## config.mk

```make
export PLATFORM = sky130hd
export DESIGN_NAME = ring_johnson_counter
export DESIGN_NICKNAME = d
export VERILOG_FILES = /design/src/rtl/ring_johnson_counter.sv
export SDC_FILE = /design/constraint.sdc
export NUM_CORES = 1
export LEC_CHECK = 0
export BUFFER_PORTS_ARGS = -buffer_cell sky130_fd_sc_hd__buf_2
export CORE_AREA = 10 10 47 49
export CTS_CLUSTER_DIAMETER = 120
export CTS_CLUSTER_SIZE = 20
export DETAILED_ROUTE_END_ITERATION = 8
export DIE_AREA = 0 0 57 59
export SYNTH_ARGS = -nofsm -noshare
export SYNTH_HDL_FRONTEND = slang
export SYNTH_SLANG_ARGS = --single-unit
```

## constraint.sdc

```tcl
create_clock -name clk -period 2.6 [get_ports clk]
set_clock_uncertainty 0.15 [all_clocks]
set_input_delay 0.26 -clock clk [delete_from_list [all_inputs] [get_ports clk]]
set_output_delay 0.26 -clock clk [all_outputs]
set_load 0.005 [all_outputs]
```

## src/rtl/ring_johnson_counter.sv

```systemverilog
// Parametrised ring / Johnson shift-register sequence counter.
// Supports a runtime mode and direction, enable, parallel load, illegal-state
// self-correction, and a one-cycle wrap pulse when the sequence returns to the seed.
module ring_johnson_counter #(
  parameter int unsigned WIDTH = 4
) (
  input  logic             clk,
  input  logic             rst_n,
  input  logic             en,
  input  logic             mode,
  input  logic             dir,
  input  logic             load,
  input  logic [WIDTH-1:0] load_val,
  output logic [WIDTH-1:0] q,
  output logic             illegal,
  output logic             wrap
);

  localparam int unsigned    CNT_W = $clog2(WIDTH + 1);
  localparam logic [WIDTH-1:0] SEED  = WIDTH'(1);

  logic [CNT_W-1:0] ones;
  logic [CNT_W-1:0] edges;
  logic [WIDTH-1:0] stepped;
  logic [WIDTH-1:0] q_nxt;
  logic             wrap_nxt;

  // Population count and adjacent-bit transition count of the current state
  always_comb begin
    ones  = '0;
    edges = '0;
    for (int i = 0; i < int'(WIDTH); i++) begin
      ones = ones + CNT_W'(q[i]);
    end
    for (int i = 0; i < int'(WIDTH) - 1; i++) begin
      edges = edges + CNT_W'(q[i] ^ q[i+1]);
    end
  end

  // Legality: ring needs exactly one hot bit; Johnson allows at most one transition
  always_comb begin
    illegal = 1'b0;
    if (mode) begin
      illegal = (edges > CNT_W'(1));
    end else begin
      illegal = (ones != CNT_W'(1));
    end
  end

  // One step of the sequence for the selected mode and direction
  always_comb begin
    stepped = q;
    case ({mode, dir})
      2'b00:   stepped = {q[WIDTH-2:0], q[WIDTH-1]};
      2'b01:   stepped = {q[0], q[WIDTH-1:1]};
      2'b10:   stepped = {q[WIDTH-2:0], ~q[WIDTH-1]};
      2'b11:   stepped = {~q[0], q[WIDTH-1:1]};
      default: stepped = q;
    endcase
  end

  // Next state in priority order: load, self-correct, step, hold
  always_comb begin
    q_nxt    = q;
    wrap_nxt = 1'b0;
    if (load) begin
      q_nxt = load_val;
    end else if (en) begin
      if (illegal) begin
        q_nxt = SEED;
      end else begin
        q_nxt    = stepped;
        wrap_nxt = (stepped == SEED);
      end
    end
  end

  // State and wrap registers; reset returns to the seed immediately
  always_ff @(posedge clk or negedge rst_n) begin
    if (!rst_n) begin
      q    <= SEED;
      wrap <= 1'b0;
    end else begin
      q    <= q_nxt;
      wrap <= wrap_nxt;
    end
  end

endmodule

```

==> impl_metrics.yaml <==
status:
  run_status: "complete, but fails checks"
  violations: "negative setup slack"
sta:
  worst_pin_slew_ns: 0.360
  finalWorstSetupSlack_ns: -0.00946
  maxSlewHeadroom: 0.760
  tns_ns: -0.00946
  fmax_mhz: 383
  report.final.slew_viol_count: 0
  fin_crit_sh: 1.00
  hold_viol_final: 0
  grt_setup_unrepaired: "yes"
  setup_viol: 1
  fin_crit_ns: 2.61
pwr:
  powerDensity_nw_per_um2: 601
  leakagePower_nw: 0.305
  ir_drop_uv: 223
  p_total_w: 0.000400
place:
  place.gp.congestion: 0.854
  hpwl_um: 843
  place_ws_ns: 0.0256
  place_area_um2: 578
  io_buffers: 15
layout:
  drive_above_1_share: 0.425
  areaGrowthSynthToFinish_pct: 43.0
  fin_util: 0.475
  finalInstanceArea_um2: 666
  nets: 89
  n_antenna_cell: 0
route:
  viasPerCell: 5.04
  wl_per_cell_um: 12.8
  dr.pass1.iters: 6
  drt.antenna.violating_nets: 0
  route.vias.total: 449
  drt_iter0_drc: 5
  finalWirelength_um: 1140
  route.detailed.drc: 0
synthesis:
  synth_top_area_share: 0.215
  postSynthAreaPerCell_um2: 8.95
  synthDistinctLibCells: 24
  synth_nets: 67
  synth-warning-count: 0
  synthCells: 52
  syn-cell-area_um2: 465
  ys_top_cells_by_area: "dfrtp_1 (22%), ha_1 (11%), mux2i_1 (6.5%)"
  yosysTopAreaCell: "dfrtp_1"
  synth-seq-cells: 5
  ys_seq_area_frac: 0.272
floorplan:
  die_area_um2: 3360
  core_area_um2: 1400
  die_x_um: 57
  ioPinCount: 16
  die_h_um: 59
  rows: 14
  initial_utilization: 0.332
clock_network:
  cts_root_buf: "clkbuf_4"
  cts.clk_slew.worst_paths_ns: 0.04
  clk_latency_ns: 0.24
  numCtsBuffers: 3
  cts_buffer_depth: 2
  cts_tree: "done"
  clock-sinks: 5
  cts_max_level: 1
worst_setup_path:
  worst_setup_path_start_kind: "flip-flop"
  worstPathMaxFanout: 2
  cp.required_ns: 2.19
  crit_type: "flip-flop to primary output"
  reg2reg_setup_slack_ns: 0.13
  end_kind: "primary output"
  arrival_ns: 2.20
  r2r_start: "q[0]"
  critPathLaunch: "q[0]"
  r2r-end: "q[3]"
  crit_path_end: "illegal"
  reg2reg_depth: 9
global_route:
  grtUsageTotal: 0.0759
  grt_pass1_wl_um: 2010
  antenna_found_initial: 0
  grt_pass1_vias: 463
  grt_max_degree: 10
  overflow: 0
hold_path:
  hp-class: "primary input to flip-flop"
flow_run:
  cap_violations: 0
==> state kept, by name, summed over array words and instances, names as in the netlist <==
name and flops:
q 4, wrap 1
==> critical path: stages (launching register included) <==
cell and delay, ns:
dfstp_2 0.53, inv_2 0.04, fa_1 0.48, inv_2 0.05, ha_4 0.15, ha_4 0.23, nor4b_4 0.27, a211oi_2 0.06
buf_2 0.14
==> metal layers <==
layer	wire length, µm	GRT usage	vias up
li1	-	-	221
met3	88	0.0279	4
met1	562	0.0888	206
met2	434	0.0961	18
met4	50	0.0872	0
met5	0	0	-
==> cell families (layout without fill, tap and decap cells) <==
| logic type | count (synthesis) | in the layout | synth area share |
|---|---|---|---|
| adders and majority gates | 5 | 5 | 0.151 |
| muxes | 3 | 3 | 0.0645 |
| DFF | 5 | 5 | 0.272 |
| buffers and inverters | 8 | 29 | 0.0645 |
| and+or+nand+nor | 15 | 15 | 0.199 |
| xor gates and xnor gates | 4 | 4 | 0.0753 |
| AOI/OAI and AO/OA | 12 | 12 | 0.175 |
==> cells in the mapped netlist <==
cell type  n
a211oi_1   1
fa_1       1
o21ai_0    3
nor3_1     1
xnor2_1    2
o31ai_1    3
nor2b_1    3
dfstp_2    1
dfrtp_1    4
mux2i_1    3
o31a_1     1
a21oi_1    3
a211oi_2   1
nor3b_1    4
nand2b_1   1
inv_1      5
nor4b_1    1
or3_1      1
nor2_1     1
ha_1       4
or2_1      1
xor2_1     2
clkbuf_1   3
nand2_1    2
==> repair_timing <==
item | 4_1_cts | 5_1_grt
resized for setup | 4 | 4
setup buffers | 1 | 0
pin swaps | 4 | 3
setup endpoints to repair | 1 | 4
hold buffers | 1 | 0
hold endpoints to repair | 5 | 0
==> placed cells by master (no fill, tap or decap) <==
master,Yosys,routed
a211oi_1,1,1
clkbuf_1,3,1
ha_4,0,2
inv_1,5,3
mux2i_1,3,3
dfrtp_1,4,4
xnor2_1,2,2
or2_1,1,1
o21ai_0,3,3
inv_2,0,2
o31ai_1,3,1
nand2_1,2,2
o31ai_2,0,2
clkbuf_4,0,3
a211oi_2,1,1
nor2_1,1,1
xor2_1,2,2
nor3_1,1,1
nor4b_4,0,1
dlygate4sd3_1,0,1
or3_1,1,1
a21oi_1,3,3
ha_1,4,2
nor2b_1,3,3
o31a_1,1,1
nor3b_1,4,4
buf_2,0,15
buf_4,0,4
nand2b_1,1,1
fa_1,1,1
dfstp_2,1,1
==> per-stage QoR <==
step	hold WS [ns]	cells
after floorplan	-0.186	52
after global placement	-0.0737	83
after detailed placement	-0.0779	83
after CTS	0.0985	89
after global routing	0.124	89
final	0.109	89
==> worst min-delay path by stage <==
| stage | from | endpoint | slack, ns | cells after the start |
|---|---|---|---|---|
| floorplan | rst_n | q[1] | -0.19 | 0 |
| global placement | rst_n | q[1] | -0.07 | 1 |
| detailed placement | rst_n | q[1] | -0.08 | 1 |
| CTS | load_val[3] | q[3] | 0.1 | 3 |
| global route | load_val[3] | q[3] | 0.12 | 3 |
| finish | load_val[3] | q[3] | 0.11 | 3 |
==> layout make-up <==
class / instances / area (µm²)
Multi-Input combinational cell: 39 / 359
Fill cell: 146 / 736
Tap cell: 16 / 20.0
Sequential cell: 5 / 126
Clock buffer: 4 / 26.3
Timing Repair Buffer: 20 / 115
Inverter: 5 / 18.8
==> where the power goes <==
| group | total [W] | switching [W] | internal [W] |
|---|---|---|---|
| registers | 0.0000991 | 0.0000103 | 0.0000888 |
| logic | 0.000214 | 0.000104 | 0.000110 |
| clock network | 0.0000871 | 0.0000293 | 0.0000579 |
(Power assumes the default switching activity.)
